File: src/rtl/nibble_serial_add_ctrl_pkg.sv
// Shared definitions for the nibble-serial arithmetic controllers:
// slice width and FSM state encodings.
package nibble_serial_add_ctrl_pkg;

  localparam int SLICE_W = 4;

  typedef logic [1:0] state_t;

  localparam state_t ST_IDLE = 2'd0;
  localparam state_t ST_RUN  = 2'd1;
  localparam state_t ST_DONE = 2'd2;

endpackage

File: src/rtl/nibble_serial_add_ctrl_cla4.sv
// 4-bit carry-lookahead slice. Also exposes the carry into bit 3 so the
// controller can derive signed overflow without a second adder.
module nibble_serial_add_ctrl_cla4
  import nibble_serial_add_ctrl_pkg::*;
(
  input  logic [SLICE_W-1:0] a,
  input  logic [SLICE_W-1:0] b,
  input  logic               ci,
  output logic [SLICE_W-1:0] s,
  output logic               co,
  output logic               c3
);

  logic [SLICE_W-1:0] g;
  logic [SLICE_W-1:0] p;
  logic               c1;
  logic               c2;

  assign g  = a & b;
  assign p  = a ^ b;

  assign c1 = g[0] | (p[0] & ci);
  assign c2 = g[1] | (p[1] & g[0]) | (p[1] & p[0] & ci);
  assign c3 = g[2] | (p[2] & g[1]) | (p[2] & p[1] & g[0])
            | (p[2] & p[1] & p[0] & ci);
  assign co = g[3] | (p[3] & g[2]) | (p[3] & p[2] & g[1])
            | (p[3] & p[2] & p[1] & g[0]) | (p[3] & p[2] & p[1] & p[0] & ci);

  assign s  = p ^ {c3, c2, c1, ci};

endmodule

File: src/rtl/nibble_serial_add_ctrl.sv
// Nibble-serial add/subtract controller: one shared CLA4 slice processes one
// nibble per cycle; result is held with a valid/ready handshake.
module nibble_serial_add_ctrl
  import nibble_serial_add_ctrl_pkg::*;
#(
  parameter int NIBBLES = 8
) (
  input  logic                 clk,
  input  logic                 rst_n,
  input  logic                 in_valid,
  output logic                 in_ready,
  input  logic [4*NIBBLES-1:0] A,
  input  logic [4*NIBBLES-1:0] B,
  input  logic                 sub,
  output logic [4*NIBBLES-1:0] S,
  output logic                 Cout,
  output logic                 Ovf,
  output logic                 out_valid,
  input  logic                 out_ready,
  output logic                 busy
);

  localparam int W  = SLICE_W * NIBBLES;
  localparam int CW = (NIBBLES > 1) ? $clog2(NIBBLES) : 1;

  state_t               state;
  state_t               state_nxt;
  logic [CW-1:0]        cnt;
  logic                 c;
  logic [W-1:0]         a_r;
  logic [W-1:0]         b_r;
  logic [W-1:0]         s_r;
  logic                 cout_r;
  logic                 ovf_r;
  logic [SLICE_W-1:0]   a_nib;
  logic [SLICE_W-1:0]   b_nib;
  logic [SLICE_W-1:0]   sum_nib;
  logic                 slice_co;
  logic                 slice_c3;
  logic                 last;
  logic                 accept;

  assign accept = (state == ST_IDLE) && in_valid;
  assign last   = (cnt == CW'(NIBBLES - 1));

  always_ff @(posedge clk) begin
    if (!rst_n) state <= ST_IDLE;
    else        state <= state_nxt;
  end

  always_comb begin
    state_nxt = ST_IDLE;
    case (state)
      ST_IDLE: state_nxt = in_valid  ? ST_RUN  : ST_IDLE;
      ST_RUN:  state_nxt = last      ? ST_DONE : ST_RUN;
      ST_DONE: state_nxt = out_ready ? ST_IDLE : ST_DONE;
      default: state_nxt = ST_IDLE;
    endcase
  end

  always_comb begin
    in_ready  = (state == ST_IDLE);
    out_valid = (state == ST_DONE);
    busy      = (state == ST_RUN) || (state == ST_DONE);
  end

  // Operand capture: subtraction is folded in as A + ~B + 1 at acceptance.
  always_ff @(posedge clk) begin
    if (accept) begin
      a_r <= A;
      b_r <= B ^ {W{sub}};
    end
  end

  always_comb begin
    a_nib = '0;
    b_nib = '0;
    for (int i = 0; i < NIBBLES; i++) begin
      if (cnt == CW'(i)) begin
        a_nib = a_r[SLICE_W*i +: SLICE_W];
        b_nib = b_r[SLICE_W*i +: SLICE_W];
      end
    end
  end

  nibble_serial_add_ctrl_cla4 u_cla4 (
    .a  (a_nib),
    .b  (b_nib),
    .ci (c),
    .s  (sum_nib),
    .co (slice_co),
    .c3 (slice_c3)
  );

  always_ff @(posedge clk) begin
    if (!rst_n) begin
      cnt    <= '0;
      c      <= 1'b0;
      s_r    <= '0;
      cout_r <= 1'b0;
      ovf_r  <= 1'b0;
    end else begin
      case (state)
        ST_IDLE: begin
          if (in_valid) begin
            cnt <= '0;
            c   <= sub;
          end
        end
        ST_RUN: begin
          for (int i = 0; i < NIBBLES; i++) begin
            if (cnt == CW'(i)) s_r[SLICE_W*i +: SLICE_W] <= sum_nib;
          end
          c   <= slice_co;
          cnt <= last ? '0 : cnt + CW'(1);
          if (last) begin
            cout_r <= slice_co;
            ovf_r  <= slice_c3 ^ slice_co;
          end
        end
        default: ;
      endcase
    end
  end

  assign S    = s_r;
  assign Cout = cout_r;
  assign Ovf  = ovf_r;

endmodule

File: config.mk
export PLATFORM = sky130hd
export DESIGN_NAME = nibble_serial_add_ctrl
export DESIGN_NICKNAME = d
export VERILOG_FILES = /design/src/rtl/nibble_serial_add_ctrl_pkg.sv /design/src/rtl/nibble_serial_add_ctrl_cla4.sv /design/src/rtl/nibble_serial_add_ctrl.sv
export SDC_FILE = /design/constraint.sdc
export NUM_CORES = 1
export LEC_CHECK = 0
export ABC_AREA = 1
export CAP_MARGIN = 15
export CORE_MARGIN = 2
export CORE_UTILIZATION = 55
export DETAILED_ROUTE_END_ITERATION = 7
export HOLD_SLACK_MARGIN = 0.1
export PLACE_DENSITY = 0.87
export SLEW_MARGIN = 30
export SYNTH_ARGS = -nofsm -noshare
export SYNTH_HDL_FRONTEND = slang
export SYNTH_SLANG_ARGS = --single-unit
File: constraint.sdc
create_clock -name clk -period 3.85 [get_ports clk]
set_input_delay 0.77 -clock clk [delete_from_list [all_inputs] [get_ports clk]]
set_output_delay 0.77 -clock clk [all_outputs]
set_load 0.03 [all_outputs]
# == Word-level counts from Yosys, hierarchy flattened ==
# Cells that the tools add are included.
# word_totals
regBits,104
in_bits,69
# classes
add_sub_neg,1
eq_ne,10
muxes,25
n_bitwise,31
reduce_logical,14
# op_table
operator,count
4-bit two-way mux,16
32-bit XOR,1
2-bit AND reduction,9
1-bit bitwise AND,16
"3-bit equality test, second input constant",4
1-bit bitwise OR,10
4-bit XOR,2
"3-bit by 2-bit equality test with 1-bit output, second input constant",2
3-bit two-way mux,2
2-bit case mux with 3 select lines,1
3-bit case mux with 2 select lines,1
4-bit bitwise AND,1
2-bit two-way mux,2
"3-bit by 1-bit adder with 3-bit output, second input constant",1
"3-bit by 1-bit equality test with 1-bit output, second input constant",1
3-bit zero test,1
"2-bit by 1-bit equality test with 1-bit output, second input constant",1
"2-bit equality test, second input constant",1
2-bit zero test,1
1-bit two-way mux,2
"2-bit inequality test, second input constant",1
1-bit case mux with 2 select lines,1
2-bit nonzero test,1
1-bit logical AND,1
other kinds (2),2

# == Logic depth before layout (Yosys ltp) ==
# Gate-level depths: netlist of run 1.
# depth
word_depth,16
ltp_mapped,20

# == By module ==
# Synthesis of run 1 repeated with hierarchy kept, for this count alone.
# hier_totals
cells_unflattened,528
area_unflattened_um2,4883.4
# by_module_without_submodules
mod,instances,cells_per_inst,area_each_um2
nibble_serial_add_ctrl,1,501,4699.5
nibble_serial_add_ctrl_cla4,1,27,183.9

# == Worst setup path after synthesis of run 1 ==
# Ideal clock, no wire load.
# synth_timing
path_type,flip-flop to flip-flop
startpoint,reg state[0]
endpoint,reg a_r[0] (enable)
arrival_time_ns,2.175
path_slack_ns,1.257
stages_incl_launch_ff,5
path_buffers,0
path_cell_list,dfxtp_1 > inv_1 > ha_1 > nand2_1 > inv_1
# synth_between
elab_chain_len,2
# synth_rtl
element,line,rtl
"start, declared",nibble_serial_add_ctrl.sv:26,state_t state;
"start signal, assigned",nibble_serial_add_ctrl.sv:48,else state <= state_nxt;
2-bit zero test,--,
named net in_ready,nibble_serial_add_ctrl.sv:11,"output logic in_ready,"
1-bit logical AND,nibble_serial_add_ctrl.sv:43,assign accept = (state == ST_IDLE) && in_valid;
named net accept,nibble_serial_add_ctrl.sv:41,logic accept;
"end signal, assigned",nibble_serial_add_ctrl.sv:70,a_r <= A;
"end, declared",nibble_serial_add_ctrl.sv:30,logic [W-1:0] a_r;
# The timed path passes the listed nets, and every way through them passes these cells.
# A chain may end at the register's enable or synchronous reset.

# == Final worst setup path of run 1 ==
# layout_timing
startpoint,reg cnt[0]
endpoint,reg s_r[22] (netlist: S[22])
# layout_between
elab_chain_len,14
# layout_rtl
element,line,rtl
"start, declared",nibble_serial_add_ctrl.sv:28,logic [CW-1:0] cnt;
"start signal, assigned",nibble_serial_add_ctrl.sv:115,cnt <= last ? '0 : cnt + CW'(1);
3-bit zero test,nibble_serial_add_ctrl.sv:79,if (cnt == CW'(i)) begin
4-bit two-way mux (8 in a row),nibble_serial_add_ctrl.sv:79,
4-bit XOR / 4-bit bitwise AND (equally long branches),"nibble_serial_add_ctrl_cla4.sv:20, nibble_serial_add_ctrl_cla4.sv:19",
1-bit bitwise AND,nibble_serial_add_ctrl_cla4.sv:23,assign c2 = g[1] | (p[1] & g[0]) | (p[1] & p[0] & ci);
1-bit bitwise OR / 1-bit bitwise AND (equally long branches),nibble_serial_add_ctrl_cla4.sv:23,
1-bit bitwise OR,nibble_serial_add_ctrl_cla4.sv:23,
4-bit XOR,nibble_serial_add_ctrl_cla4.sv:29,"assign s = p ^ {c3, c2, c1, ci};"
"end signal, assigned by index",nibble_serial_add_ctrl.sv:112,if (cnt == CW'(i)) s_r[SLICE_W*i +: SLICE_W] <= sum_nib;
"end, declared",nibble_serial_add_ctrl.sv:32,logic [W-1:0] s_r;
# Parallel ways exist; a longest one is shown, timed or not.

==> impl_metrics.ini, run 1 <==
[clock_network]
path_clk_slew_ns = 0.10
insertion_delay_ns = 0.37
tritoncts = yes
cts_buffers = 9
cts_sinks = 104
cts-htree-levels = 3
postCtsSetupBuffers = 0
clockBufferDepth = 2
ctsHoldBuffers = 0
cts_resized = 0
clockRootBuffer = clkbuf_8

[setup_path]
reg2reg_to = S[22]
r2r_cells = 16
crit_slowest_cell = xor2_1
path_buf_inv = 4
cp.arrival_ns = 3.39
path_depth = 16
cpMostUsedCell = nand2_1
end_kind = register
r2r-start = cnt[0]
critPathMaxFanout = 13
crit_type = register to register
slowest_delay_ns = 0.48
crit_path_start_kind = register
critPathTopFamily = simple AND/OR/NAND/NOR gates
crit_chain = inv_1 -> ha_1 -> nand2_1 -> inv_1 -> nand2_1 -> nand2_1 -> inv_1 -> nand2_1 -> nand2_1 -> a21oi_1 -> ha_1 -> nand3_1 -> nand2_2 -> xor2_1 -> o21ai_0 -> inv_1
reg2reg_slack_ns = 0.78
worstPathRequired_ns = 4.17

[global_route]
gr-total-overflow = 0
grt_pass1_vias = 3748
grt_util_all_layers = 0.220
grt_max_degree = 43
grt_pass1_wl_um = 16900
antenna_found_initial = 0

[layout]
antenna_cells = 0
finalNonFillerCells = 722
multiInputGateArea_sq_mm = 0.00178
area_growth_pct = 27.0
nNetsFinal = 693
regArea_sq_mm = 0.00272
drive_above_1_share = 0.0603
nFillCells = 647

[synth]
yosys-top-cells-area = edfxtp_1, dfxtp_1, nand2_1
yosysTopAreaCellShare = 0.397
async_flop_share = 0
synth_ff_type = edfxtp_1
synth_most_common_cell = nand2_1
syn_inst = 509
yosys.area.top_type = edfxtp_1
ys_types = 35
synth-seq-cells = 104
synth_area_per_cell_sq_um = 9.52
ys_seq_area_frac = 0.562
syn_nets = 593
synth-edff-count = 64
syn_area_sq_mm = 0.00484
ys_top_cells_by_count = nand2_1, edfxtp_1, inv_1
synth_warnings = 0

[routing]
drt_iter0_markers = 165
vias_per_cell = 5.07
drt_wl_total_um = 10200
drtPass1Iterations = 5
post_drt_wl_per_cell_um = 14.1
final_antenna_net_count = 0
drcViolationCount = 0
via_count = 3659

[die]
die_area_sq_mm = 0.00958
rows = 34
initial_core_util = 0.561
die_h_um = 97.9
core_area_sq_mm = 0.00864
ios = 106
dieWidth_um = 97.9

[timing]
final_max_slew_viol_count = 0
relSlewSlack = 0.417
fin_worst_skew_ns = 0.0123
tightest_slew_ns = 0.872
fin_tns_setup_ns = 0
finalSetupViolations = 0
post-route-min-period_ns = 3.07
period_share = 0.797
max_freq_ghz = 0.326
rsz0062_at_grt = false
hold_violations = 0

[worst_hold_path]
min_to = S[20]
hp-start = S[20]
min_path_cells = 2
hold_path_class = register to register

[place]
hpwl_um = 7830
io_buffers = 105
dpl.cell_count = 706
gp_congestion = 0.875

[power_and_ir_drop]
p_per_area_mw_per_mm2 = 429
p_leak_nw = 2.62
peakVddDrop_v = 0.000255

[run]
drv_cap = 0

[outcome]
status = completed
==> flip-flops by register name, summed over array words and instances (netlist names) <==
name and cells:
S 32, a_r 32, b_r 32, cnt 3
state 2, Cout 1, Ovf 1, c 1
==> area by class of cell <==
class | instances | share of cell area
Clock inverter | 7 | 0.0140
Multi-Input combinational cell | 321 | 0.289
Tap cell | 108 | 0.0220
Inverter | 67 | 0.0415
Timing Repair Buffer | 106 | 0.171
Clock buffer | 9 | 0.0201
Sequential cell | 104 | 0.443
==> cells in the final DEF (no fill, tap or decap), types with 10 or more instances in the layout <==
cell / synthesis / routed
clkdlybuf4s50_1: 0 / 104
nand2_1: 88 / 88
edfxtp_1: 64 / 64
inv_1: 63 / 62
nor2_1: 54 / 54
dfxtp_1: 40 / 40
nand3_1: 38 / 38
xor2_1: 34 / 34
o21ai_0: 34 / 34
a21oi_1: 22 / 22
ha_1: 14 / 14
o21bai_1: 10 / 10
==> kinds of logic (layout without fill, tap and decap cells) <==
kind of cell / Yosys count / count (layout) / synth area share
xor+xnor: 35 / 35 / 0.0672
simple gates: 198 / 198 / 0.173
flops: 104 / 104 / 0.562
compound gates: 73 / 73 / 0.0865
buf+inv: 84 / 189 / 0.0715
fa+ha+maj: 15 / 15 / 0.0403
==> report_power, final <==
part           switching, mW  internal (mW)
Sequential            0.0303           1.26
Combinational          0.399          0.239
Clock                  0.394          0.315
==> layer usage <==
layer | routed length [um] | vias up | global-route usage
met4 | 312 | 0 | 0.106
met5 | 0 | - | 0
met3 | 621 | 36 | 0.0379
li1 | - | 1847 | -
met2 | 4910 | 145 | 0.369
met1 | 4340 | 1631 | 0.277
==> worst register-to-register path, cell delays in order (launching register included) <==
cell	delay, ns
dfxtp_1	0.36
inv_1	0.12
ha_1	0.29
nand2_1	0.30
inv_1	0.22
nand2_1	0.08
nand2_1	0.06
inv_1	0.04
nand2_1	0.06
nand2_1	0.05
a21oi_1	0.24
ha_1	0.30
nand3_1	0.10
nand2_2	0.09
xor2_1	0.48
o21ai_0	0.15
inv_1	0.08
==> stage by stage <==
stage / setup WS, ns / power (mW) / hold WS (ns) / instance area, sq um / util
2_1_floorplan: 1.26 / 1.73 / 0.547 / 4840 / -
3_3_place_gp: 0.974 / 1.93 / 0.466 / 5940 / 0.688
3_5_place_dp: 0.813 / 1.96 / 0.475 / 5940 / 0.688
4_1_cts: 0.807 / 2.65 / 0.488 / 6150 / 0.712
5_1_grt: 0.305 / 2.77 / 0.521 / 6150 / 0.712
6_report: 0.783 / 2.64 / 0.495 / 6150 / 0.712
==> worst max path at each step <==
stage / startpoint / endpoint / slack, ns
floorplan: state[0] / a_r[0] / 1.26
global route: cnt[0] / S[14] / 0.31
detailed placement: cnt[2] / S[22] / 0.81
finish: cnt[0] / S[22] / 0.78
CTS: cnt[0] / S[22] / 0.81
global placement: cnt[2] / S[30] / 0.97
(Power assumes the default switching activity.)
==> inputs of run 2 (changes only) <==
Settings changed: CORE_UTILIZATION 55 to 46, PLACE_DENSITY 0.87 to 0.78.
Clock period 3.85 ns to 2.5 ns, I/O delays scaled along.
==> impl_metrics.ini, run 2 (synthesized netlist as in run 1, its figures left out) <==
[die]
dieWidth_um = 107
core_area_sq_mm = 0.0103
die_h_um = 107
ios = 106
rows = 37
die_area_sq_mm = 0.0114
initial_core_util = 0.471

[layout]
area_growth_pct = 43.7
layout_commonest_cell = clkdlybuf4s50_1
mostFrequentLayoutCells = clkdlybuf4s50_1, nand2_1, edfxtp_1
final_cell_area_sq_mm = 0.00696
finalNonFillerCells = 793
drive_above_1_share = 0.224
antenna_cells = 0
nFillCells = 789
nNetsFinal = 736

[timing]
hold_violations = 0
period_share = 1.08
post-route-min-period_ns = 2.70
worst_slack_ns = -0.201
max_freq_ghz = 0.370
rsz0062_at_grt = true
tightest_slew_ns = 0.491
relSlewSlack = 0.673
finalSetupViolations = 34
final_max_slew_viol_count = 0
fin_worst_skew_ns = 0.0118

[place]
dpl.cell_count = 770
post_dp_cell_area_sq_mm = 0.00629
gp_congestion = 0.919
dp_slack_ns = -0.386
hpwl_um = 7890
io_buffers = 105

[routing]
drt_wl_total_um = 11200
drt_iter0_markers = 159
vias_per_cell = 4.90
drtPass1Iterations = 4
via_count = 3889
drcViolationCount = 0
post_drt_wl_per_cell_um = 14.1
final_antenna_net_count = 0

[outcome]
violations = negative setup slack
status = complete, but fails checks

[global_route]
grt_pass1_vias = 3761
antenna_found_initial = 0
grt_max_degree = 66
gr-total-overflow = 0
grt_util_all_layers = 0.192
grt_pass1_wl_um = 17200

[setup_path]
cp.arrival_ns = 2.95
worstPathRequired_ns = 2.75
reg2reg_slack_ns = -0.20
end_kind = register
crit_type = register to register
crit_path_start_kind = register
critPathMaxFanout = 8

[power_and_ir_drop]
p_per_area_mw_per_mm2 = 658
peakVddDrop_v = 0.000370
p_leak_nw = 2.87

[clock_network]
cts-htree-levels = 3
cts_sinks = 104
ctsHoldBuffers = 0
path_clk_slew_ns = 0.10
cts_buffers = 9
tritoncts = yes
clockBufferDepth = 2
insertion_delay_ns = 0.37
clockRootBuffer = clkbuf_8

[worst_hold_path]
hold_path_class = register to register

[run]
drv_cap = 0
## run 2: cell count changes in the layout (fill, tap and decap cells not counted), moves of 8 or more
cell	before	now
buf_4	1	34
a21oi_1	22	8
nand2_1	88	75
nand3_1	38	27
a21oi_2	1	11
ha_1	14	4
buf_6	0	9
ha_4	0	9
nand2_2	3	12
nand3_2	0	9
o21ai_0	34	26
## run 2: critical path, stage by stage (launching register included)
cell and delay, ns:
dfxtp_4 0.40, ha_4 0.16, ha_4 0.15, clkinvlp_4 0.17, or2_4 0.27, nand3_1 0.09, nand2_1 0.05, nand2_1 0.08
a21oi_2 0.07, ha_4 0.24, a21oi_4 0.17, nand2_4 0.08, a21oi_4 0.23, buf_4 0.16, buf_6 0.09, inv_1 0.03
nand3b_1 0.06, a31oi_1 0.07
## run 2: stage by stage
step                TNS, ns  hold WS, ns  power [mW]  utilization
CTS                  -0.817        0.494        4.39        0.655
floorplan                 0        0.550        2.67            -
global route          -8.83        0.521        4.79        0.678
finish                -2.86        0.488        4.58        0.678
global placement      -3.15        0.464        3.11        0.612
detailed placement    -7.73        0.471        3.14        0.612
## run 2: per-layer routing
metal	wire length, um	GRT usage	share of wire	vias to the layer above
li1	-	-	-	1931
met2	5600	0.335	0.50	140
met4	174	0.0529	0.016	0
met3	655	0.0426	0.058	17
met1	4770	0.239	0.43	1801
met5	0	0	0	-
## run 2: where the power goes
part | total (mW) | switching [mW] | internal (mW) | leakage [nW]
registers | 1.99 | 0.0466 | 1.94 | 0.938
logic | 1.54 | 0.856 | 0.687 | 1.84
clock network | 1.05 | 0.577 | 0.473 | 0.0994
total | 4.58 | 1.48 | 3.10 | 2.87
## run 2: path summary, 6_finish.rpt
path,start,to,cells past startpoint
hold / removal,S[12],S[12],2
setup reg to reg,cnt[1],Ovf,17
setup / recovery,cnt[1],Ovf,17
hold reg to reg,S[12],S[12],2
## run 2: cell type report
cell class	instances	area, sq um	share of cell area
Inverter	67	272	0.0390
Timing Repair Buffer	149	1420	0.204
Multi-Input combinational cell	321	2170	0.311
Clock inverter	7	78.8	0.0113
Tap cell	136	170	0.0244
Clock buffer	9	124	0.0178
Sequential cell	104	2730	0.392
## run 2: what timing repair did
| action | 4_1_cts | 5_1_grt |
|---|---|---|
| gates resized for setup | 55 | 51 |
| cloned | 0 | 0 |
| buffers inserted | 4 | 6 |
| pin swaps | 29 | 42 |
| setup endpoints to repair | 35 | 35 |
==> RTL edit 1 (settings of run 2) <==
The parameter `NIBBLES` goes from 8 to 16.
--- a/src/rtl/nibble_serial_add_ctrl.sv
+++ b/src/rtl/nibble_serial_add_ctrl.sv
@@ -3,7 +3,7 @@
 module nibble_serial_add_ctrl
   import nibble_serial_add_ctrl_pkg::*;
 #(
-  parameter int NIBBLES = 8
+  parameter int NIBBLES = 16
 ) (
   input  logic                 clk,
   input  logic                 rst_n,
Interface: changed (resized A, B and S); port bits go from 106 to 202. The function was not compared with the original's and may differ.
==> RTL edit 1 against run 2 <==
- the flow still finishes with violations (negative setup slack)
- combinational power is 42% higher
- first-iteration DRC count grew to 2.5 times the old value
- area after synthesis is 83% higher
- total power is 97% higher
- utilization is 2.9 points higher
- final cell count is 84% higher
- final area is 90% higher
- worst setup slack worse by 0.59 ns
- wire length is 110% higher
- sequential cell count is 97 higher
- critical path type unchanged
- critical endpoint is now S[3]
- largest power group unchanged
==> RTL edit 1: results (changes against run 2) <==
- Worst EP arrival: 3.67 ns (was 2.95 ns)
- Gr usage total: 22.94% (was 19.17%)
- Clock net power: 0.00303 W (was 0.00105 W)
- Register clock-pin slew on the reported worst setup and hold paths: 0.06 ns (was 0.10 ns)
- Sw power: 0.002444 W (was 0.001480 W)
- Final Skew: 0.01399 ns (was 0.01176 ns)
- Slowest Stage Delay on Critical Path: 0.38 ns (was 0.40 ns)
- Wire length of the first global-routing pass: 36600 um (was 17240 um)
- Violated checks: negative setup slack (unchanged)
- Setup Slack @ Placement: -0.8514 ns (was -0.3856 ns)
- Non-filler cells in the finished layout: 1462 (was 793)
- Part of the Yosys area used for sequential elements: 59.97% (was 56.20%)
- Total instance count after detailed placement: 1405 (was 770)
- Detailed-placement wirelength estimate: 16590 um (was 7891 um)
- Power per cell area: 681.6 nW/um^2 (was 658.3 nW/um^2)
- Fraction of power spent switching nets: 27.05% (was 32.28%)
- Via count: 7355 (was 3889)
- Number of H-tree levels: 1 (was 3)
- Number of endpoints failing setup at the final stage: 67 (was 34)
- Count of routing violations after the opening detailed-route iteration: 398 (was 159)
- Number of library cell types mapped by synthesis: 38 (was 35)
- Setup fix buffers added after clock tree synthesis: 13 (was 4)
- Worst skew pair latency: 0.50 ns (was 0.37 ns)
- Setup slack of the critical path after layout: -0.7878 ns (was -0.2015 ns)
- Result of the run: complete, but fails checks (unchanged)
- Max clock buf depth: 3 (was 2)
- Clk Tree Root Cell: sky130_fd_sc_hd__clkbuf_16 (was sky130_fd_sc_hd__clkbuf_8)
RTL edit 1: metal layers:
metal,track usage (%),up-vias,share of wire (%)
li1,-,3595,-
met1,30.21,3406,42
met2,39.12,298,49
met3,3.387,56,6.1
met4,7.504,0,3.1
met5,0,-,0
RTL edit 1: final timing paths:
path	end	slack, ns	cells after the start	start
max	S[3]	-0.79	26	cnt[1]
min	S[32]	0.48	2	S[32]
max reg2reg	S[3]	-0.79	26	cnt[1]
min reg2reg	S[32]	0.48	2	S[32]
RTL edit 1: cell type report:
cell class              instances  share of cell area [%]
clock buffers                  24                   4.447
clock inverters                12                  0.5948
inverters                      96                   2.861
multi-input cells             577                   26.54
flip-flops and latches        201                   40.13
well taps                     234                   2.209
repair buffers                318                   23.22
RTL edit 1: logic make-up after synthesis:
logic type               share of synthesized area (%)
flip-flops                                       59.97
adder cells (fa/ha/maj)                          1.924
XOR/XNOR                                         6.733
AND/OR/NAND/NOR                                  16.87
AO/OA/AOI/OAI                                    9.024
buffers and inverters                            5.474
==> RTL edit 2 (config.mk and constraints of run 2) <==
Made on the original files. Make the reset (`rst_n`) asynchronous in 2 clocked blocks.
--- a/src/rtl/nibble_serial_add_ctrl.sv
+++ b/src/rtl/nibble_serial_add_ctrl.sv
@@ -43,7 +43,7 @@
   assign accept = (state == ST_IDLE) && in_valid;
   assign last   = (cnt == CW'(NIBBLES - 1));
 
-  always_ff @(posedge clk) begin
+  always_ff @(posedge clk or negedge rst_n) begin
     if (!rst_n) state <= ST_IDLE;
     else        state <= state_nxt;
   end
@@ -92,7 +92,7 @@
     .c3 (slice_c3)
   );
 
-  always_ff @(posedge clk) begin
+  always_ff @(posedge clk or negedge rst_n) begin
     if (!rst_n) begin
       cnt    <= '0;
       c      <= 1'b0;
Function: differs if rst_n is asserted again (counterexample within 4 cycles, from zero or initial values and one cycle with rst_n low); with rst_n held inactive, the same outputs for 10 cycles.
==> RTL edit 2 against run 2 <==
- the run still ends with negative setup slack left
- area after synthesis fell by 0.39%
- non-clock buffer count is 2 higher
- utilization shrank 1.0 points
- worst setup slack improved by 0.030 ns
- final area is 1.5% lower
- final cell count fell by 4.5%
- wire length is 5.8% lower
- clock skew barely moved
- critical path depth decreased by 1
- sequential cell count is the same
- count of clock-buffer cells in the layout increased by 1
Power is not compared: it rests on default switching activity, and its combinational part moved more than twofold at a synthesized area within 25%.
==> RTL edit 2: results (changes against run 2) <==
- Setup slack of the critical path after layout: -0.1711 ns (was -0.2015 ns)
- Number of endpoints failing setup at the final stage: 29 (was 34)
- End point of the worst hold path: Ovf (was S[12])
- Detailed Routing Iterations Pass 1: 5 (was 4)
- Largest cells by area after synthesis: sky130_fd_sc_hd__edfxtp_1 40%, sky130_fd_sc_hd__dfrtp_1 21%, sky130_fd_sc_hd__nand2_1 11% (was sky130_fd_sc_hd__edfxtp_1 40%, sky130_fd_sc_hd__dfxtp_1 17%, sky130_fd_sc_hd__nand2_1 6.8%)
- Violated checks: negative setup slack (unchanged)
- Wire length of the first global-routing pass: 16170 um (was 17240 um)
- Filler cell count: 791 (was 789)
- Number of global-route vias before repair: 3572 (was 3761)
- Cells on worst reg2reg path: 16 (was 17)
- Fraction of met2 tracks used by global routing: 33.93% (was 33.53%)
- Launching point of the worst reg2reg path: cnt[0] (was cnt[1])
- Hold_ws: 0.4873 ns (was 0.4882 ns)
- Via count: 3667 (was 3889)
- Maximum number of pins on one net before global-route repair: 41 (was 66)
- Hold path start: Ovf (was S[12])
- Result of the run: complete, but fails checks (unchanged)
- Sum of routed wire length over all layers: 10560 um (was 11210 um)
- Count of routing violations after the opening detailed-route iteration: 183 (was 159)
- Placer Congestion: 0.8635 (was 0.9193)
- Total instance count after detailed placement: 733 (was 770)
- Post-synthesis instance total: 466 (was 509)
- Post-synthesis net count: 550 (was 593)
- Relative slew slack: 65.23% (was 67.29%)
- Final Skew: 0.01190 ns (was 0.01176 ns)
## RTL edit 2: kinds of logic after synthesis
| logic type | count (synthesis) | synth area share, % |
|---|---|---|
| adder cells (fa/ha/maj) | 15 | 4.045 |
| buffers and inverters | 56 | 5.289 |
| AO/OA/AOI/OAI | 41 | 4.848 |
| multiplexers | 2 | 0.4667 |
| AND/OR/NAND/NOR | 213 | 18.28 |
| XOR/XNOR | 35 | 6.508 |
| flip-flops | 104 | 60.57 |
## RTL edit 2: final cells by class
| cell class | instances | area share (%) |
|---|---|---|
| Sequential cell | 104 | 42.64 |
| Multi-Input combinational cell | 306 | 27.96 |
| Tap cell | 136 | 2.480 |
| Timing Repair Buffer | 151 | 21.30 |
| Clock inverter | 6 | 0.6748 |
| Inverter | 44 | 2.772 |
| Clock buffer | 10 | 2.170 |
## RTL edit 2: how the worst max path moves through the flow
| stage | to | cells past startpoint | slack, ns |
|---|---|---|---|
| 2_1_floorplan | S[31] | 17 | 0.004 |
| 3_3_place_gp | S[31] | 19 | -0.09 |
| 3_5_place_dp | S[31] | 19 | -0.19 |
| 4_1_cts | S[3] | 19 | -0.08 |
| 5_1_grt | S[31] | 21 | -0.34 |
| 6_report | S[15] | 16 | -0.17 |
## RTL edit 2: power breakdown
group,internal [W],leakage [nW],switching (W)
Sequential,0.00232,1.09,0.000251
Clock,0.000434,0.105,0.000570
Combinational,0.00269,1.75,0.00360
Total,0.00545,2.94,0.00442
## RTL edit 2: timing repair
action / in CTS / in global routing
setup buffers: 5 / 1
pin swaps: 9 / 38
resized for setup: 30 / 58
endpoints found under the hold margin: 0 / 12
setup endpoints to repair: 30 / 35
hold buffers: 0 / 1
